[src/rtl/gradients_pipe.sv]
// Three-stage 5x5 Bayer-patch gradient engine with valid/ready handshake.
// Produces saturated H/V/full/weighted gradients and an interpolation direction.
module gradients_pipe #(
    parameter int PIX_W = 12,
    parameter int OUT_W = 8,
    parameter int SHIFT = 2,
    parameter int THR   = 16
) (
    input  logic                 clk,
    input  logic                 rst,
    input  logic                 in_valid,
    output logic                 in_ready,
    input  logic [25*PIX_W-1:0]  patch,
    output logic                 out_valid,
    input  logic                 out_ready,
    output logic [OUT_W-1:0]     grad_h,
    output logic [OUT_W-1:0]     grad_v,
    output logic [OUT_W-1:0]     grad_hf,
    output logic [OUT_W-1:0]     grad_vf,
    output logic [OUT_W-1:0]     w_grad_h,
    output logic [OUT_W-1:0]     w_grad_v,
    output logic [1:0]           dir,
    output logic [15:0]          out_count
);

    localparam int SW = PIX_W + 2;
    localparam int WW = PIX_W + 3;
    localparam int CW = PIX_W + 4;
    localparam logic [WW-1:0] SAT_MAX = WW'((1 << OUT_W) - 1);

    function automatic logic [PIX_W-1:0] abs_px(input logic [PIX_W-1:0] x, input logic [PIX_W-1:0] y);
        return (x > y) ? (x - y) : (y - x);
    endfunction

    function automatic logic [PIX_W:0] abs_wide(input logic [PIX_W:0] x, input logic [PIX_W:0] y);
        return (x > y) ? (x - y) : (y - x);
    endfunction

    function automatic logic [OUT_W-1:0] sat(input logic [WW-1:0] raw);
        logic [WW-1:0] s;
        s = raw >> SHIFT;
        return (s > SAT_MAX) ? SAT_MAX[OUT_W-1:0] : s[OUT_W-1:0];
    endfunction

    logic en;
    logic accept;

    // One global enable: the whole pipe advances only when the output slot frees up.
    assign en       = !out_valid || out_ready;
    assign in_ready = !rst && en;
    assign accept   = in_valid && in_ready;

    // p[(r+2)*5+(c+2)] is pixel P(r,c)
    logic [PIX_W-1:0] p [25];

    genvar gi;
    generate
        for (gi = 0; gi < 25; gi++) begin : g_unpack
            assign p[gi] = patch[gi*PIX_W +: PIX_W];
        end
    endgenerate

    // ---------------- stage 1: absolute differences ----------------
    logic [PIX_W-1:0] a_h_next, a_v_next;
    logic [PIX_W:0]   b_h_next, b_v_next;
    logic [PIX_W-1:0] d_h_next [3];
    logic [PIX_W-1:0] d_v_next [3];

    logic             v1_reg;
    logic [PIX_W-1:0] a_h_reg, a_v_reg;
    logic [PIX_W:0]   b_h_reg, b_v_reg;
    logic [PIX_W-1:0] d_h_reg [3];
    logic [PIX_W-1:0] d_v_reg [3];

    always_comb begin
        a_h_next = abs_px(p[11], p[13]);
        a_v_next = abs_px(p[7], p[17]);
        b_h_next = abs_wide({p[12], 1'b0}, {1'b0, p[10]} + {1'b0, p[14]});
        b_v_next = abs_wide({p[12], 1'b0}, {1'b0, p[2]} + {1'b0, p[22]});
    end

    generate
        for (gi = 0; gi < 3; gi++) begin : g_diff
            // row/column offset gi-1 around the centre
            assign d_h_next[gi] = abs_px(p[(gi+1)*5 + 1], p[(gi+1)*5 + 3]);
            assign d_v_next[gi] = abs_px(p[5 + gi + 1], p[15 + gi + 1]);

            always_ff @(posedge clk or posedge rst) begin
                if (rst) begin
                    d_h_reg[gi] <= '0;
                    d_v_reg[gi] <= '0;
                end else if (en) begin
                    d_h_reg[gi] <= d_h_next[gi];
                    d_v_reg[gi] <= d_v_next[gi];
                end
            end
        end
    endgenerate

    always_ff @(posedge clk or posedge rst) begin
        if (rst) begin
            v1_reg  <= 1'b0;
            a_h_reg <= '0;
            a_v_reg <= '0;
            b_h_reg <= '0;
            b_v_reg <= '0;
        end else if (en) begin
            v1_reg  <= accept;
            a_h_reg <= a_h_next;
            a_v_reg <= a_v_next;
            b_h_reg <= b_h_next;
            b_v_reg <= b_v_next;
        end
    end

    // ---------------- stage 2: raw sums ----------------
    logic [SW-1:0] hr_next, vr_next, hf_next, vf_next;
    logic [WW-1:0] wh_next, wv_next;

    logic          v2_reg;
    logic [SW-1:0] hr_reg, vr_reg, hf_reg, vf_reg;
    logic [WW-1:0] wh_reg, wv_reg;

    always_comb begin
        hr_next = SW'(a_h_reg) + SW'(b_h_reg);
        vr_next = SW'(a_v_reg) + SW'(b_v_reg);
        hf_next = SW'(d_h_reg[0]) + SW'(d_h_reg[1]) + SW'(d_h_reg[2]);
        vf_next = SW'(d_v_reg[0]) + SW'(d_v_reg[1]) + SW'(d_v_reg[2]);
        wh_next = WW'(hr_next) + WW'(hf_next >> 1);
        wv_next = WW'(vr_next) + WW'(vf_next >> 1);
    end

    always_ff @(posedge clk or posedge rst) begin
        if (rst) begin
            v2_reg <= 1'b0;
            hr_reg <= '0;
            vr_reg <= '0;
            hf_reg <= '0;
            vf_reg <= '0;
            wh_reg <= '0;
            wv_reg <= '0;
        end else if (en) begin
            v2_reg <= v1_reg;
            hr_reg <= hr_next;
            vr_reg <= vr_next;
            hf_reg <= hf_next;
            vf_reg <= vf_next;
            wh_reg <= wh_next;
            wv_reg <= wv_next;
        end
    end

    // ---------------- stage 3: saturation and direction ----------------
    logic [CW-1:0] wh_c, wv_c, thr_c;
    logic [1:0]    dir_next;

    // Direction uses the full-precision weighted sums, widened so +THR cannot wrap.
    always_comb begin
        wh_c  = CW'(wh_reg);
        wv_c  = CW'(wv_reg);
        thr_c = CW'(THR);
        if (wh_c + thr_c < wv_c)
            dir_next = 2'b01;
        else if (wv_c + thr_c < wh_c)
            dir_next = 2'b10;
        else
            dir_next = 2'b00;
    end

    always_ff @(posedge clk or posedge rst) begin
        if (rst) begin
            out_valid <= 1'b0;
            grad_h    <= '0;
            grad_v    <= '0;
            grad_hf   <= '0;
            grad_vf   <= '0;
            w_grad_h  <= '0;
            w_grad_v  <= '0;
            dir       <= 2'b00;
        end else if (en) begin
            out_valid <= v2_reg;
            grad_h    <= sat(WW'(hr_reg));
            grad_v    <= sat(WW'(vr_reg));
            grad_hf   <= sat(WW'(hf_reg));
            grad_vf   <= sat(WW'(vf_reg));
            w_grad_h  <= sat(wh_reg);
            w_grad_v  <= sat(wv_reg);
            dir       <= dir_next;
        end
    end

    always_ff @(posedge clk or posedge rst) begin
        if (rst)
            out_count <= 16'd0;
        else if (out_valid && out_ready)
            out_count <= out_count + 16'd1;
    end

endmodule

[config.mk]
export PLATFORM = sky130hd
export DESIGN_NAME = gradients_pipe
export DESIGN_NICKNAME = d
export VERILOG_FILES = /design/src/rtl/gradients_pipe.sv
export SDC_FILE = /design/constraint.sdc
export NUM_CORES = 1
export LEC_CHECK = 0
export CAP_MARGIN = 15
export CORE_MARGIN = 5
export CORE_UTILIZATION = 30
export CTS_CLUSTER_SIZE = 28
export DETAILED_ROUTE_END_ITERATION = 8
export HOLD_SLACK_MARGIN = 0.12
export PLACE_DENSITY = 0.6
export SYNTH_ARGS = -nofsm -noshare
export SYNTH_HDL_FRONTEND = slang
export SYNTH_SLANG_ARGS = --single-unit
[constraint.sdc]
create_clock -name clk -period 10.9 [get_ports clk]
set_clock_uncertainty 0.05 [all_clocks]
set_input_delay 1.635 -clock clk [delete_from_list [all_inputs] [get_ports clk]]
set_output_delay 1.635 -clock clk [all_outputs]
set_load 0.005 [all_outputs]
---- Word-level counts from Yosys, hierarchy flattened ----
Index checks and enable logic that the tools add are counted.
storage, ports and cells
  bits of input ports ..................... 304
  register bits ........................... 253
operators by class
  $add $sub $neg .......................... 29
  muxes and demuxes ....................... 16
  reduce and logical (&&, ||, !) cells .... 6
  order comparisons ....................... 16
operators with widths
  operator                                                         number
  subtractor 12 bit                                                12
  greater-than comparator 12 bit                                   6
  two-way mux 12 bit                                               6
  adder 12 x 12 -> 13 bit                                          4
  subtractor 13 bit                                                4
  greater-than comparator 12 x 8 -> 1 bit (second input constant)  4
  two-way mux 8 bit                                                6
  adder 15 x 5 -> 16 bit (second input constant)                   2
  less-than comparator 16 x 15 -> 1 bit                            2
  adder 14 x 13 -> 15 bit                                          2
  adder 12 x 13 -> 14 bit                                          2
  adder 13 x 12 -> 14 bit                                          2
  greater-than comparator 13 bit                                   2
  greater-than comparator 13 x 8 -> 1 bit (second input constant)  2
  two-way mux 13 bit                                               2
  adder 16 x 1 -> 16 bit (second input constant)                   1
  two-way mux 2 bit                                                2
  logical AND 1 bit                                                3
  logical NOT 1 bit                                                2
  logical OR 1 bit                                                 1

---- Longest topological paths before layout ----
Gate-level depths: netlist (run 1).
  depth in word-level cells ............... 4
  gate-level depth with buffers ........... 26
  depth with buffers taken out ............ 24

---- Worst setup path before layout (run 1) ----
No wires, ideal clock.
  kind .................................... input port to flip-flop
  start ................................... input port rst
  end ..................................... register v1_reg
  path buffers ............................ 0
  stages on the path ...................... 3
  path slack .............................. 3.650 ns
  data required time ...................... 10.760 ns
  arrival time ............................ 7.110 ns
  cell sequence ........................... inv_1 -> nand3_1 -> nand2_1
on the way
  word-level cells in the longest chain between the ends .. 3
RTL lines
  item                         line  RTL
  start: declaration           10    input logic rst,
  logical NOT 1 bit (no line)  --
  logical AND 1 bit            50    assign in_ready = !rst && en;
  logical AND 1 bit            51    assign accept = in_valid && in_ready;
  end signal: assignment       108   v1_reg <= accept;
  end: declaration             69    logic v1_reg;
No other way between the ends.
A chain may end at the register's enable or synchronous reset.

---- Worst setup path in the final report (run 1) ----
  start ................................... input port patch[120]
  end ..................................... register b_h_reg[10]
on the way
  word-level cells in the longest chain between the ends .. 3
  elaborated cells between the ends (all ways) .. 5
  those cells by class .................... add/sub (3); order compare (1); mux (1)
RTL lines
  item                                                                        line  RTL
  start: declaration                                                          13    input logic [25*PIX_W-1:0] patch,
  adder 12 x 12 -> 13 bit *                                                   78    b_h_next = abs_wide({p[12], 1'b0}, {1'b0, p[10]} + {1'b0, p[14]});
  subtractor 13 bit / greater-than comparator 13 bit (equally long branches)  36    return (x > y) ? (x - y) : (y - x);
  two-way mux 13 bit *                                                        36
  end signal: assignment                                                      111   b_h_reg <= b_h_next;
  end: declaration                                                            71    logic [PIX_W:0] b_h_reg, b_v_reg;
Mark *: on every way between the ends. The rest lies on a longest branch, timed or not.

==> results.sh, run 1 <==
export IMPL_status="complete, no violations"
export IMPL_track_usage_pct=15.2
export IMPL_peakVddDrop_v=0.000381
export IMPL_diodes=0
export IMPL_area_delta_synth_final_pct=18.6
export IMPL_hold_buffers=0
export IMPL_met2_length_um=30800
export IMPL_finalInstanceArea_um2=26800
export IMPL_nets=3462
export IMPL_hold_violations=0
export IMPL_syn_inst=2609
export IMPL_antenna_found_initial=2
export IMPL_gr_total_overflow=0
export IMPL_dr_pass1_iters=5
export IMPL_cts_clk_slew_worst_paths_ps=60
export IMPL_post_place_ws_ps=3620
export IMPL_finalPower_mw=9.68
export IMPL_crit_required_ps=11240
export IMPL_syn_avg_cell_area_um2=8.66
export IMPL_post_route_period_util_pct=61.7
export IMPL_utilization_pct=35.9
export IMPL_synth_edf_count=0
export IMPL_cts_resized_gates=0
export IMPL_drt_initial_drc_count=1013
export IMPL_place_gp_congestion=0.902
export IMPL_powerDensity_nw_per_um2=361
export IMPL_route_vias_total=18700
export IMPL_drt_total_wl_um=64100
export IMPL_clk_latency_ps=560
export IMPL_io_pins=372
export IMPL_top_layer="met5"
export IMPL_finalSetupViolations=0
export IMPL_dieArea_um2=80900
export IMPL_post_drt_via_cell_ratio=4.94
export IMPL_die_y_um=284
export IMPL_die_w_um=284
export IMPL_cts_tree="yes"
export IMPL_layout_common_cells="314 x ha_1, 256 x nand2_1, 245 x inv_1, 245 x dfrtp_1, 229 x a21oi_1"
export IMPL_drc=0
export IMPL_maxSlewHeadroom_pct=28.5
export IMPL_drv_slew=0
export IMPL_start_kind="input port"
export IMPL_dr_wl_met3_um=2640
export IMPL_yosysWarnings=0
export IMPL_criticalPathCategory="input port to flip-flop"
export IMPL_hold_path_class="flip-flop to flip-flop"
export IMPL_fmax_mhz=149
export IMPL_final_common_cell="ha_1"
export IMPL_post_cts_buffers=0
export IMPL_wire_per_inst_um=16.9
export IMPL_worst_slack_ps=4180
export IMPL_async_reset_ff_share_pct=100
export IMPL_wl_met1_um=29600
export IMPL_critPathCaptureType="flip-flop"
export IMPL_grt_max_degree=105
export IMPL_min_period_ps=6720
export IMPL_grt_pass1_wl_um=100000
export IMPL_tightestPinTransition_ps=1070
export IMPL_cts_root_buf="clkbuf_16"
export IMPL_rows=100
export IMPL_max_cap_violations=0
export IMPL_synth_net_count=3273
export IMPL_cts_buffer_depth=3
export IMPL_portBuffers=227
export IMPL_start_util_pct=30.3
export IMPL_ys_ff_latch=245
export IMPL_grt_pass1_vias=17900
export IMPL_rsz0062_at_grt="false"
export IMPL_synth_ff_type="dfrtp_1"
export IMPL_ys_types=88
export IMPL_critical_path_arrival_ps=7070
export IMPL_cts_sinks=245
export IMPL_layout_drive_gt1_share_pct=4.01
export IMPL_tns_ps=0
export IMPL_power_leakage_nw=12.3
export IMPL_synth_area_um2=22600
export IMPL_htreeDepth=1
export IMPL_coreArea_um2=74600
export IMPL_critical_path_peak_fanout=11
export IMPL_yosysSeqAreaShare_pct=27.1
export IMPL_dp_hpwl_um=52900
export IMPL_cts_buffers_inserted=28
export IMPL_antenna_left=0
export IMPL_dpl_instance_area_um2=25800
## cells by family (layout without fill, tap and decap cells)
kind of cell | after synthesis | in the layout | share of synthesized area [%]
fa+ha+maj | 360 | 360 | 21.5
simple gates | 708 | 708 | 14.6
mux | 75 | 75 | 3.45
xor+xnor | 190 | 190 | 7.57
flops | 245 | 245 | 27.1
buf+inv | 322 | 531 | 5.50
compound gates | 709 | 709 | 20.3
## cell usage after synthesis, drive strengths merged (7+ instances only)
cell	count	area share (%)
ha	314	17
nand2	256	4.3
inv	246	4.1
dfrtp	245	27
a21oi	231	5.2
nor2	180	3.0
o21ai	155	3.6
xnor2	119	4.7
a21o	73	2.4
xor2	71	2.9
nor3	55	1.2
mux2i	52	2.3
o22a	49	1.9
fa	46	4.1
clkbuf	43	0.71
nand3	43	0.95
nor2b	36	1.0
buf	33	0.69
a31oi	29	0.80
nand4	25	0.69
mux2	23	1.1
o21a	23	0.77
o21bai	23	0.76
nand2b	20	0.55
a211oi	17	0.61
a21boi	15	0.53
and2	14	0.39
nor4	14	0.39
or3	14	0.39
nor3b	13	0.43
a211o	10	0.39
and3	10	0.28
or2	10	0.28
o211ai	9	0.30
a221oi	8	0.34
o31ai	8	0.29
a221o	7	0.31
## metrics by stage
stage                     hold WS, ps  std cells
after detailed placement          406       3737
after global routing              442       3787
after floorplan                   380       2609
after CTS                         420       3787
final                             413       3787
after global placement            399       3737
## critical path, stage by stage
cell             delay (ps)
clkdlybuf4s50_1         460
ha_1                    160
inv_1                    50
fa_1                    400
nor2b_1                 120
o21ai_0                 160
a21boi_0                380
o21ai_0                 160
a21boi_0                240
o21ai_0                 100
nand2b_1                100
a21o_1                  140
a2111oi_0                80
or3_1                   390
ha_1                    390
o21a_1                  160
a21oi_1                 400
a21o_1                  440
mux2i_1                 180
o221a_2                 320
o311a_1                 310
xor2_1                  200
a21oi_1                 100
## layout make-up
cell class	count	area, µm²
sequential	245	6130
inverter	246	931
clock inverter	7	96.3
clock buffer	43	848
multi-input combinational	2042	15200
tap	969	1210
timing repair buffer	235	2330
fill	7763	47800
## where the power goes
group	internal [mW]	switching, mW	total [mW]
registers	1.34	0.350	1.69
clock network	0.581	0.383	0.964
logic	2.93	4.09	7.02
## final timing paths
path	from	end	slack, ps	depth (start not counted)
max reg2reg	a_h_reg[1]	wh_reg[12]	6110	16
max in group asynchronous	rst	b_v_reg[3]	7770	3
min reg2reg	v2_reg	out_valid	410	1
min in group asynchronous	rst	grad_hf[2]	1580	2
max	patch[120]	b_h_reg[10]	4180	23
min	v2_reg	out_valid	410	1
## per-layer routing
layer	vias up	GRT usage, %
met3	58	1.97
met2	335	26.2
li1	9514	-
met5	-	0
met1	8788	20.9
met4	4	2.30
Power figures use the tool's default switching activity.
==> run 2: changes to the inputs <==
--- a/config.mk
+++ b/config.mk
@@ -11,7 +11,7 @@
 export CTS_CLUSTER_SIZE = 28
 export DETAILED_ROUTE_END_ITERATION = 8
 export HOLD_SLACK_MARGIN = 0.12
-export PLACE_DENSITY = 0.6
+export PLACE_DENSITY = 0.62
 export SYNTH_ARGS = -nofsm -noshare
 export SYNTH_HDL_FRONTEND = slang
 export SYNTH_SLANG_ARGS = --single-unit
==> constraint.sdc (replaced) <==
create_clock -name clk -period 5.9 [get_ports clk]
set_clock_uncertainty 0.05 [all_clocks]
set_input_delay 0.885 -clock clk [delete_from_list [all_inputs] [get_ports clk]]
set_output_delay 0.885 -clock clk [all_outputs]
set_load 0.005 [all_outputs]
==> results.sh, run 2 (same netlist as run 1, synthesis figures left out) <==
export IMPL_drv_slew=0
export IMPL_grt_max_degree=159
export IMPL_cts_tree="yes"
export IMPL_cts_resized_gates=0
export IMPL_dp_hpwl_um=53200
export IMPL_post_place_ws_ps=-212
export IMPL_finalSetupViolations=0
export IMPL_criticalPathCategory="input port to flip-flop"
export IMPL_instances_no_fill=3838
export IMPL_fmax_mhz=182
export IMPL_reg2reg_from="a_h_reg[1]"
export IMPL_die_y_um=284
export IMPL_dieArea_um2=80900
export IMPL_gr_total_overflow=0
export IMPL_wire_per_inst_um=16.9
export IMPL_maxSlewHeadroom_pct=38.0
export IMPL_critical_path_peak_fanout=7
export IMPL_drt_initial_drc_count=1142
export IMPL_tns_ps=0
export IMPL_crit_end="b_h_reg[10]"
export IMPL_post_drt_via_cell_ratio=4.95
export IMPL_antenna_found_initial=1
export IMPL_start_kind="input port"
export IMPL_finalInstanceArea_um2=27100
export IMPL_status="complete, no violations"
export IMPL_cts_clk_slew_worst_paths_ps=60
export IMPL_portBuffers=227
export IMPL_utilization_pct=36.4
export IMPL_power_leakage_nw=12.5
export IMPL_post_cts_buffers=0
export IMPL_placedCellCount=3790
export IMPL_layout_drive_gt1_share_pct=5.79
export IMPL_route_vias_total=19000
export IMPL_diodes=0
export IMPL_die_w_um=284
export IMPL_critical_path_arrival_ps=5850
export IMPL_finalPower_mw=17.6
export IMPL_coreArea_um2=74600
export IMPL_cts_buffers_inserted=27
export IMPL_worstReg2RegEnd="wh_reg[13]"
export IMPL_crit_required_ps=6260
export IMPL_cts_buffer_depth=3
export IMPL_rows=100
export IMPL_antenna_left=0
export IMPL_cts_root_buf="clkbuf_16"
export IMPL_grt_pass1_wl_um=102000
export IMPL_grt_pass1_vias=18400
export IMPL_place_gp_congestion=0.910
export IMPL_startpoint="patch[120]"
export IMPL_io_pins=372
export IMPL_powerDensity_nw_per_um2=648
export IMPL_nFillCells=7761
export IMPL_critPathCaptureType="flip-flop"
export IMPL_start_util_pct=30.3
export IMPL_track_usage_pct=15.3
export IMPL_area_delta_synth_final_pct=20.1
export IMPL_dpl_instance_area_um2=26300
export IMPL_hold_violations=0
export IMPL_r2r_cells=21
export IMPL_cts_sinks=245
export IMPL_worst_slack_ps=404
export IMPL_post_route_period_util_pct=93.2
export IMPL_dr_pass1_iters=7
export IMPL_holdWs_ps=412
export IMPL_clk_latency_ps=550
export IMPL_r2r_slack_ps=1170
export IMPL_layout_common_cells="314 x ha_1, 256 x nand2_1, 245 x inv_1, 245 x dfrtp_1, 229 x a21oi_1"
export IMPL_final_common_cell="ha_1"
export IMPL_drt_total_wl_um=64700
export IMPL_nets=3514
export IMPL_drc=0
export IMPL_tightestPinTransition_ps=930
export IMPL_htreeDepth=1
export IMPL_max_cap_violations=0
export IMPL_peakVddDrop_v=0.000586
export IMPL_hold_buffers=0
export IMPL_min_period_ps=5500
export IMPL_hold_path_class="flip-flop to flip-flop"
## run 2: cell count changes in the layout (fill, tap and decap cells not counted)
cell	previous run	this run
buf_4	8	57
buf_12	0	4
clkinv_2	2	6
bufinv_16	2	0
clkbuf_16	29	27
inv_8	2	0
a221oi_1	7	6
a221oi_2	1	2
clkbuf_1	7	6
inv_6	0	1
nor3_2	1	0
nor3_4	0	1
## run 2: routing by layer
metal / wire length [µm] / vias to the layer above / global-route usage, %
met4: 1190 / 2 / 2.62
li1: - / 9614 / -
met3: 2430 / 76 / 1.59
met1: 29600 / 8917 / 20.7
met5: 20 / - / 0
met2: 31500 / 390 / 27.1
## run 2: worst min path at each step
stage                   start  cells after the start  slack, ps         end
detailed placement     v2_reg                      1        400   out_valid
CTS                 vf_reg[6]                      1        410  grad_vf[4]
floorplan              v2_reg                      2        380      v2_reg
global placement       v2_reg                      2        400      v2_reg
global route           v2_reg                      2        430      v2_reg
finish                 v2_reg                      2        410      v2_reg
## run 2: layout make-up
cell class	instances	area [µm²]	area share (%)
clock buffers	40	795	2.93
well taps	969	1210	4.47
multi-input cells	2042	15200	56.2
flip-flops and latches	245	6130	22.6
inverters	246	927	3.42
repair buffers	288	2780	10.2
clock inverters	8	46.3	0.171
## run 2: report_power, final
group	internal [mW]	switching, mW
sequential	2.47	0.649
clock	0.926	0.687
combinational	5.50	7.35
total	8.90	8.68
## run 2: worst max-delay path, cell delays in order
cell and delay (ps):
clkdlybuf4s50_1 460, ha_1 160, inv_1 50, fa_1 370, nor2b_1 120, o21ai_0 150
a21boi_0 220, buf_4 140, o21ai_0 80, a21boi_0 220, o21ai_0 110, nand2b_1 90
a21o_1 130, a2111oi_0 80, or3_1 390, ha_1 390, nand4_1 200, nor3_4 230
buf_4 150, a21o_1 240, mux2i_1 140, o221a_2 290, o311a_1 300, xor2_1 160
a21oi_1 80
